File: config.mk
export PLATFORM = sky130hd
export DESIGN_NAME = sync_fifo_fwft
export DESIGN_NICKNAME = d
export VERILOG_FILES = /design/src/rtl/sync_fifo_fwft.sv
export SDC_FILE = /design/constraint.sdc
export NUM_CORES = 1
export LEC_CHECK = 0
export CORE_AREA = 2 2 104 116
export CTS_CLUSTER_DIAMETER = 50
export DETAILED_ROUTE_END_ITERATION = 12
export DIE_AREA = 0 0 106 118
export GPL_TIMING_DRIVEN = 0
export PLACE_DENSITY = 0.78
export SLEW_MARGIN = 20
export SYNTH_ARGS = -nofsm -noshare
export SYNTH_HDL_FRONTEND = slang
export SYNTH_SLANG_ARGS = --single-unit
File: constraint.sdc
create_clock -name clk -period 6.9 [get_ports clk]
set_clock_uncertainty 0.1 [all_clocks]
set_input_delay 0.69 -clock clk [delete_from_list [all_inputs] [get_ports clk]]
set_output_delay 0.69 -clock clk [all_outputs]
set_load 0.01 [all_outputs]
File: src/rtl/sync_fifo_fwft.sv
// Single-clock FIFO with all DEPTH entries usable, selectable registered or first-word-fall-through
// read, programmable almost-full/almost-empty levels, exact occupancy and sticky error flags.
module sync_fifo_fwft #(
  parameter int DATA_WIDTH    = 8,
  parameter int ADDR_WIDTH    = 4,
  parameter int DEPTH         = 1 << ADDR_WIDTH,
  parameter bit FWFT          = 1'b0,
  parameter int AFULL_THRESH  = DEPTH - 1,
  parameter int AEMPTY_THRESH = 1
) (
  input  logic                  clk,
  input  logic                  rst,
  input  logic                  wr_en,
  input  logic [DATA_WIDTH-1:0] wr_data,
  input  logic                  rd_en,
  output logic [DATA_WIDTH-1:0] rd_data,
  output logic                  rd_valid,
  output logic                  full,
  output logic                  empty,
  output logic                  almost_full,
  output logic                  almost_empty,
  output logic [ADDR_WIDTH:0]   count,
  output logic                  overflow,
  output logic                  underflow,
  input  logic                  clr_err
);

  if (DEPTH != (1 << ADDR_WIDTH)) begin : g_bad_depth
    $error("sync_fifo_fwft: DEPTH must equal 1<<ADDR_WIDTH");
  end
  if (AFULL_THRESH < 1 || AFULL_THRESH > DEPTH) begin : g_bad_afull
    $error("sync_fifo_fwft: AFULL_THRESH must be in 1..DEPTH");
  end
  if (AEMPTY_THRESH < 0 || AEMPTY_THRESH > DEPTH - 1) begin : g_bad_aempty
    $error("sync_fifo_fwft: AEMPTY_THRESH must be in 0..DEPTH-1");
  end

  localparam logic [ADDR_WIDTH:0] AFULL_LVL  = (ADDR_WIDTH + 1)'(AFULL_THRESH);
  localparam logic [ADDR_WIDTH:0] AEMPTY_LVL = (ADDR_WIDTH + 1)'(AEMPTY_THRESH);

  logic [DATA_WIDTH-1:0] mem [DEPTH];
  logic [ADDR_WIDTH:0]   wptr;
  logic [ADDR_WIDTH:0]   rptr;
  logic                  wr_acc;
  logic                  rd_acc;

  // The extra pointer MSB distinguishes full from empty when the index bits match.
  assign count        = wptr - rptr;
  assign empty        = (wptr == rptr);
  assign full         = (wptr[ADDR_WIDTH] != rptr[ADDR_WIDTH]) &&
                        (wptr[ADDR_WIDTH-1:0] == rptr[ADDR_WIDTH-1:0]);
  assign almost_full  = (count >= AFULL_LVL);
  assign almost_empty = (count <= AEMPTY_LVL);

  assign wr_acc = wr_en && !full;
  assign rd_acc = rd_en && !empty;

  // NOTE: storage has no reset so it maps onto plain RAM; stale words are unreachable once pointers reset.
  always_ff @(posedge clk) begin
    if (wr_acc) begin
      mem[wptr[ADDR_WIDTH-1:0]] <= wr_data;
    end
  end

  // NOTE: all sequential state uses non-blocking assignments so every reader sees pre-edge values.
  always_ff @(posedge clk or posedge rst) begin
    if (rst) begin
      wptr      <= '0;
      rptr      <= '0;
      overflow  <= 1'b0;
      underflow <= 1'b0;
    end else begin
      if (wr_acc) begin
        wptr <= wptr + 1'b1;
      end
      if (rd_acc) begin
        rptr <= rptr + 1'b1;
      end
      // A new error in the same cycle as clr_err must not be lost.
      if (wr_en && full) begin
        overflow <= 1'b1;
      end else if (clr_err) begin
        overflow <= 1'b0;
      end
      if (rd_en && empty) begin
        underflow <= 1'b1;
      end else if (clr_err) begin
        underflow <= 1'b0;
      end
    end
  end

  if (FWFT) begin : g_fwft
    assign rd_data  = mem[rptr[ADDR_WIDTH-1:0]];
    assign rd_valid = !empty;
  end else begin : g_std
    logic [DATA_WIDTH-1:0] rd_data_q;
    logic                  rd_valid_q;

    always_ff @(posedge clk or posedge rst) begin
      if (rst) begin
        rd_data_q  <= '0;
        rd_valid_q <= 1'b0;
      end else begin
        rd_valid_q <= rd_acc;
        if (rd_acc) begin
          rd_data_q <= mem[rptr[ADDR_WIDTH-1:0]];
        end
      end
    end

    assign rd_data  = rd_data_q;
    assign rd_valid = rd_valid_q;
  end

endmodule
* Word level (Yosys, flattened, before mapping)
Memory sizes are Yosys's and may differ from the RTL's. A register that Yosys moved wholly into a read port is not among the register bits.
Cells that the tools add are included.
** Storage, ports and cells
- Bits in registers :: 13
- Memory bits (writable) :: 128
- Bits of input ports :: 13
- Output and inout port bits :: 20
- Logic and storage cells :: 28
- Memories kept :: 1
** Cells by class
- Add/sub/neg operators :: 3
- Order comparisons :: 2
- Equal/unequal tests :: 3
- Muxes and demuxes :: 5
- Reductions and logical operators :: 9
** Memories
- mem :: depth 16, bits a word 8, rd ports 1, clocked after Yosys merged registers in 1, write ports 1, RTL line 41 : logic [DATA_WIDTH-1:0] mem [DEPTH];
** Operators by type and width (count)
- adder 5 x 1 -> 5 bit (second input constant) :: 2
- equality test 5 bit :: 1
- >= comparator 5 x 4 -> 1 bit (second input constant) :: 1
- less-or-equal comparator 5 x 1 -> 1 bit (second input constant) :: 1
- logical AND 1 bit :: 5
- 2-to-1 mux 1 bit :: 5
- subtractor 5 bit :: 1
- equality test 4 bit :: 1
- nonzero test 2 bit :: 2
- zero test 1 bit :: 2
- inequality test 1 bit :: 1

* Longest topological paths before layout
Gate-level depths: netlist of run 1.
- Depth in word-level cells :: 6
- Mapped depth :: 10

* Worst setup path after synthesis of run 1
OpenSTA, ideal clock, no wires.
- Path type :: reg2out
- Start point :: reg rptr[1]
- End point :: out almost_empty
- Data arrival time :: 2290 ps
- Required time :: 6110 ps
- Setup slack :: 3820 ps
- Stages on the path, launching flop included :: 10
- Path buffers :: 3
- Path through :: dfrtp_1 buf_6 buf_8 buf_6 inv_1 fa_1 a21o_1 a21oi_1 xnor2_1 a2111oi_2
** On the way
- Word-level cells in the longest chain between the ends :: 2
** Ends and longest elaborated chain
- start, declared :: RTL line 43 : logic [ADDR_WIDTH:0] rptr;
- start signal, assigned :: RTL line 77 : rptr <= rptr + 1'b1;
- subtractor 5 bit :: RTL line 48 : assign count = wptr - rptr;
- named net count[4] :: RTL line 22 : output logic [ADDR_WIDTH:0] count,
- less-or-equal comparator 5 x 1 -> 1 bit :: RTL line 53 : assign almost_empty = (count <= AEMPTY_LVL);
- end, declared :: RTL line 21 : output logic almost_empty,
The timed path passes the listed nets, and every way through them passes these cells.

* Worst setup path after layout of run 1
- Start point :: reg rptr[1]
- End point :: out almost_empty
** On the way
- Word-level cells in the longest chain between the ends :: 2
** Ends and longest elaborated chain (RTL line)
- subtractor 5 bit :: 48
- less-or-equal comparator 5 x 1 -> 1 bit :: 53
No other way between the ends.

==> reports/qor.csv, run 1 <==
stage,metric,value,unit
run_status,outcome,completed,
global_route,largest net degree at the start of global routing,22,
power,Leakage Power,0.00257,uW
die,Die Ht,118,um
cells_and_area,nets@finish,450,
clocking,CTS Buf Count,17,
detailed_routing,"wirelength, routed",12400,um
detailed_routing,Final ANT Viol Nets,0,
die,Initial Util,54.1,%
cells_and_area,most frequent cells in the layout,"edfxtp_1, mux2i_1, clkdlybuf4s50_1",
worst_setup_path,CP Launch Type,register,
timing,final setup violation count,0,
worst_setup_path,CP max FO,10,
global_route,GR Util All Layers,20.9,%
detailed_routing,via count,3474,
detailed_routing,vias per std cell,5.89,
logic_synthesis,"Avg Cell Area, Syn",16.5,sq um
cells_and_area,area of the multi-input gates,1610,sq um
worst_setup_path,slowest CP cell,clkdlybuf4s50_1,
cells_and_area,fraction of layout cells with a size suffix above 1,16.6,%
detailed_routing,DRT met1 WL,5170,um
timing,count of final hold-check violations,0,
worst_setup_path,crit path cell chain,"buf_6, buf_8, buf_6, inv_1, ha_1, nor2b_1, o21a_1, or3_4, a2111oi_2, clkdlybuf4s50_1",
die,io pins,33,
timing,max_slew headroom,46.8,%
placement,Post-DP Area,6700,sq um
placement,Post-DP HPWL,8270,um
worst_setup_path,R2R cell count,9,
timing,Slew Limit Fails,0,
timing,setup tns final,0,ns
worst_setup_path,Worst Path Required,6.11,ns
worst_hold_path,hold path depth,2,
timing,Tmin final,4.20,ns
worst_setup_path,WS Path Type,reg2out,
worst_setup_path,crit-path leading delay family,buffers and inverters,
die,CORE AREA,11300,sq um
power,Peak supply drop,0.428,mV
logic_synthesis,post-synth cell types,42,
cells_and_area,fin area,7250,sq um
power,pwr dens,453,nW/um^2
placement,# port buffers,32,
logic_synthesis,"Net Count, Synth",395,
logic_synthesis,Main synth FF type,edfxtp_1,
detailed_routing,DRT iter0 DRCs,290,
detailed_routing,drt wl/cell,21.1,um
logic_synthesis,Async SR Flop Fraction,14.1,%
cells_and_area,"commonest non-fill, non-tap cell in the layout",edfxtp_1,
logic_synthesis,mapped cell area,6130,sq um
logic_synthesis,register area share after synthesis,71.3,%
worst_hold_path,hold crit path type,reg2reg,
placement,gpl congestion,0.936,
global_route,initial antenna violation count,0,
timing,RSZ-0062 raised after global routing,false,
worst_setup_path,Setup crit end kind,output pin,
cells_and_area,n_diodes,0,
cells_and_area,fillers,769,
worst_setup_path,WP depth,10,
clocking,Clock Pin Slew Worst Setup and Hold Paths,0.06,ns
placement,Cells after DPL,558,
detailed_routing,met2 wire len,6030,um
worst_setup_path,cell mode on critical path,buf_6,
detailed_routing,metal3 WL,819,um
logic_synthesis,Post-synth EDFFs,128,
cells_and_area,P&R area growth vs syn,18.3,%
detailed_routing,Max Used Layer,met4,
clocking,Clock Tree Root,clkbuf_16,
flow_run,Max Cap Viol,0,
logic_synthesis,synthesized flop and latch total,149,
cells_and_area,Reg area,4370,sq um
clocking,CTS tree,done,
timing,worst slew pin tran,0.797,ns
detailed_routing,DR pass1 iterations,5,
die,std cell rows,41,
worst_setup_path,Critical Path Max Stage Delay,0.59,ns
clocking,cts hold-fix bufs,0,
global_route,global route overflow,0,
worst_setup_path,Bufs and invs on worst path,5,
clocking,Sink Count,149,
clocking,# resized after CTS,0,
logic_synthesis,Yosys Warn Count,0,
die,die width,106,um
logic_synthesis,Post-Synthesis Cells,372,
global_route,vias in the first global route,3482,
clocking,worst skew pair latency,0.41,ns
cells_and_area,final std cells w/o fill,590,
clocking,clock buffer depth,2,
worst_setup_path,worst path arrival time,3.41,ns
detailed_routing,DRC Markers,0,
die,die area,12500,sq um
clocking,# H-tree levels,4,
clocking,Setup Buffers After CTS,0,
global_route,first-pass GRT wire length,18900,um
timing,fmax,238,MHz
timing,Final period util,60.9,%
## power by group
part / internal, uW / leakage, uW / switching (uW)
clock: 465 / 0.000255 / 369
sequential: 1120 / 0.00140 / 72.5
combinational: 573 / 0.000915 / 688
## Yosys cell counts, types with 2 or more instances
master	instances	area, sq um
mux4_2	8	180
a221oi_1	8	70.1
ha_1	9	113
clkbuf_1	3	11.3
buf_4	3	22.5
nand3_1	3	15.0
o22ai_1	16	100
dfrtp_1	21	526
buf_2	6	30.0
nor2b_1	2	12.5
xor2_1	3	26.3
and3_1	4	25.0
nand3b_1	2	15.0
buf_6	5	56.3
xnor2_1	8	70.1
edfxtp_1	128	3840
a21boi_2	2	22.5
o21ai_0	13	65.1
nand2_1	7	26.3
mux2i_1	48	480
nor3_1	4	20.0
nand4_1	4	25.0
inv_1	15	56.3
nor2_1	22	82.6
nor4_1	4	25.0
a31oi_1	8	50.1
## path summary, 6_finish.rpt
path | startpoint | to | slack (ns)
max | rptr[1] | almost_empty | 2.70
min | overflow | overflow | 0.43
max reg2reg | rptr[1] | mem[6][7] | 3.51
min reg2reg | overflow | overflow | 0.43
max in group asynchronous | rst | wptr[0] | 5.57
min in group asynchronous | rst | rd_data[5] | 0.63
## final cells by class
class	instances	share of cell area (%)
multi-input cells	189	22.2
clock inverters	15	1.67
repair buffers	36	4.73
inverters	15	0.776
flip-flops and latches	149	60.2
well taps	150	2.59
clock buffers	17	5.87
plain buffers	19	1.92
## flip-flops by register name (all words and copies together), names as in the netlist
register	count
mem	128
overflow	1
rd_data	8
rd_valid	1
rptr	5
underflow	1
wptr	5
## layer usage
metal / vias to the layer above / global-route usage (%)
met1: 1737 / 27.5
li1: 1559 / -
met3: 30 / 4.98
met2: 148 / 32.7
met4: 0 / 10.4
met5: - / 0
## cells by family (layout without fill, tap and decap cells)
| logic type | count (synthesis) | count (layout) | synth area share [%] |
|---|---|---|---|
| simple gates | 58 | 58 | 4.86 |
| flops | 149 | 149 | 71.3 |
| compound gates | 53 | 53 | 5.90 |
| mux | 56 | 56 | 10.8 |
| buf+inv | 34 | 102 | 3.18 |
| xor+xnor | 12 | 12 | 1.84 |
| fa+ha+maj | 10 | 10 | 2.16 |
## stage by stage
| stage | hold WS [ns] | worst slack (ns) | power, uW | utilization, % |
|---|---|---|---|---|
| after floorplan | 0.430 | 3.82 | 1990 | - |
| after global placement | 0.417 | 3.18 | 2400 | 58.5 |
| after detailed placement | 0.418 | 3.12 | 2450 | 59.1 |
| after CTS | 0.430 | 2.67 | 3290 | 63.9 |
| after global routing | 0.446 | 2.54 | 3430 | 64.0 |
| final | 0.429 | 2.70 | 3290 | 64.0 |
## worst register-to-register path, stage by stage (launching register included)
cell and delay [ns]:
dfrtp_1 0.39, buf_6 0.21, buf_8 0.18, buf_6 0.19, inv_1 0.12, ha_1 0.32, and4_1 0.24, a21boi_2 0.37
nand2_1 0.25, nor3_2 0.66
No activity file was read; power rests on OpenSTA's default activity.
==> run 2, diff against run 1 <==
clock period = 4 ns   (was 6.9 ns; I/O delays follow)
==> reports/qor.csv, run 2 (synthesis results as in run 1) <==
stage,metric,value,unit
worst_setup_path,crit path cell chain,"buf_6, buf_8, buf_6, inv_1, ha_1, nor2b_1, o21a_1, o21ai_0, a41o_1, clkdlybuf4s50_1",
timing,setup tns final,0,ns
die,die area,12500,sq um
clocking,Clock Tree Root,clkbuf_16,
power,sequential share of power,36.3,%
placement,# port buffers,32,
cells_and_area,max FFs per register,128,
timing,final setup violation count,0,
run_status,outcome,completed,
global_route,global route overflow,0,
cells_and_area,Layout Utilization,64.0,%
timing,RSZ-0062 raised after global routing,false,
placement,gpl congestion,0.936,
power,pwr dens,781,nW/um^2
worst_setup_path,CP Launch Type,register,
worst_setup_path,cell mode on critical path,buf_6,
die,io pins,33,
clocking,worst skew pair latency,0.41,ns
cells_and_area,fraction of layout cells with a size suffix above 1,16.6,%
detailed_routing,via count,3466,
global_route,first-pass GRT wire length,18900,um
die,Initial Util,54.1,%
clocking,Clock Pin Slew Worst Setup and Hold Paths,0.06,ns
worst_setup_path,Worst Path Required,3.50,ns
global_route,GR Util All Layers,20.9,%
global_route,initial antenna violation count,0,
power,P_sw,1950,uW
cells_and_area,"commonest non-fill, non-tap cell in the layout",edfxtp_1,
worst_setup_path,worst r2r src,rptr[1],
detailed_routing,"wirelength, routed",12400,um
timing,fmax,271,MHz
placement,DP Worst Slack,0.390,ns
worst_setup_path,Setup crit end kind,output pin,
detailed_routing,Final ANT Viol Nets,0,
global_route,largest net degree at the start of global routing,22,
die,CORE AREA,11300,sq um
clocking,Sink Count,149,
cells_and_area,Reg area,4370,sq um
global_route,vias in the first global route,3482,
worst_hold_path,hold crit path type,in2async,
cells_and_area,most frequent cells in the layout,"edfxtp_1, mux2i_1, clkdlybuf4s50_1",
detailed_routing,vias per std cell,5.87,
die,std cell rows,41,
clocking,cts hold-fix bufs,0,
power,Peak supply drop,0.737,mV
detailed_routing,drt wl/cell,21.1,um
worst_setup_path,Critical R2R Capture,mem[6][7],
cells_and_area,P&R area growth vs syn,18.4,%
detailed_routing,DRC Markers,0,
timing,Tmin final,3.69,ns
power,Tot Pwr,5670,uW
cells_and_area,n_diodes,0,
timing,max_slew headroom,46.7,%
placement,Post-DP HPWL,8270,um
worst_setup_path,WS Path Type,reg2out,
cells_and_area,area of the multi-input gates,1610,sq um
detailed_routing,DR pass1 iterations,6,
die,die width,106,um
timing,final worst setup slack,0.315,ns
worst_setup_path,worst path arrival time,3.19,ns
clocking,CTS Buf Count,17,
worst_setup_path,CP max FO,10,
power,Logic pwr share,38.3,%
power,Sw Share,34.4,%
worst_setup_path,"setup slack, reg-to-reg",0.61,ns
timing,Final period util,92.1,%
die,Die Ht,118,um
timing,worst slew pin tran,0.798,ns
clocking,clock buffer depth,2,
timing,count of final hold-check violations,0,
cells_and_area,nets@finish,450,
power,Clock power frac,25.4,%
worst_setup_path,slowest CP cell,clkdlybuf4s50_1,
detailed_routing,DRT iter0 DRCs,290,
worst_setup_path,Critical Path Max Stage Delay,0.53,ns
clocking,CTS tree,done,
cells_and_area,fillers,768,
power,Leakage Power,0.00259,uW
power,internal cell power,3720,uW
timing,Slew Limit Fails,0,
worst_setup_path,R2R cell count,9,
clocking,# H-tree levels,4,
flow_run,Max Cap Viol,0,
run 2: changes by cell type in the layout (fill, tap and decap cells not counted):
| cell | delta |
|---|---|
| clkdlybuf4s50_1 | -1 |
| dlymetal6s2s_1 | +1 |
run 2: power by group through the flow:
stage,clock [uW],sequential [uW],combinational (uW)
2_1_floorplan,0,2070,1370
3_3_place_gp,0,2070,2060
3_5_place_dp,0,2090,2150
4_1_cts,1450,2060,2160
5_1_grt,1520,2080,2330
6_report,1440,2060,2170
run 2: stage by stage:
stage                     cell area [sq um]  instances  hold WS (ns)
final                                  7250        590         0.340
after global routing                   7250        590         0.411
after CTS                              7240        590         0.366
after detailed placement               6700        558         0.418
after global placement                 6640        554         0.417
after floorplan                        6130        372         0.277
run 2: routing by layer:
metal,global-route usage (%),routed length [um]
met3,4.98,811
met5,0,0
met2,32.7,6020
met1,27.5,5160
met4,10.4,432
run 2: cell type report:
cell class,instances,share of cell area [%]
flip-flops and latches,149,60.2
clock inverters,15,1.67
multi-input cells,189,22.2
well taps,150,2.59
plain buffers,19,1.91
repair buffers,36,4.76
inverters,15,0.776
clock buffers,17,5.86
run 2: timing repair:
action	4_1_cts	5_1_grt
setup endpoints to repair	0	1
buffers inserted	0	0
resized for setup	0	1
run 2: worst max-delay path: cells and delay by family (launching register included):
kind,cells,cell delay (ns)
simple gates,1,0.14
buf+inv,5,1.22
compound gates,3,0.69
fa+ha+maj,1,0.32
flops,1,0.39
run 2: how the worst max path moves through the flow:
stage / from / to
detailed placement: rptr[1] / mem[5][2]
global placement: rptr[1] / mem[4][2]
floorplan: rptr[1] / mem[5][0]
global route: rptr[1] / almost_full
CTS: rptr[1] / almost_empty
finish: rptr[1] / almost_full
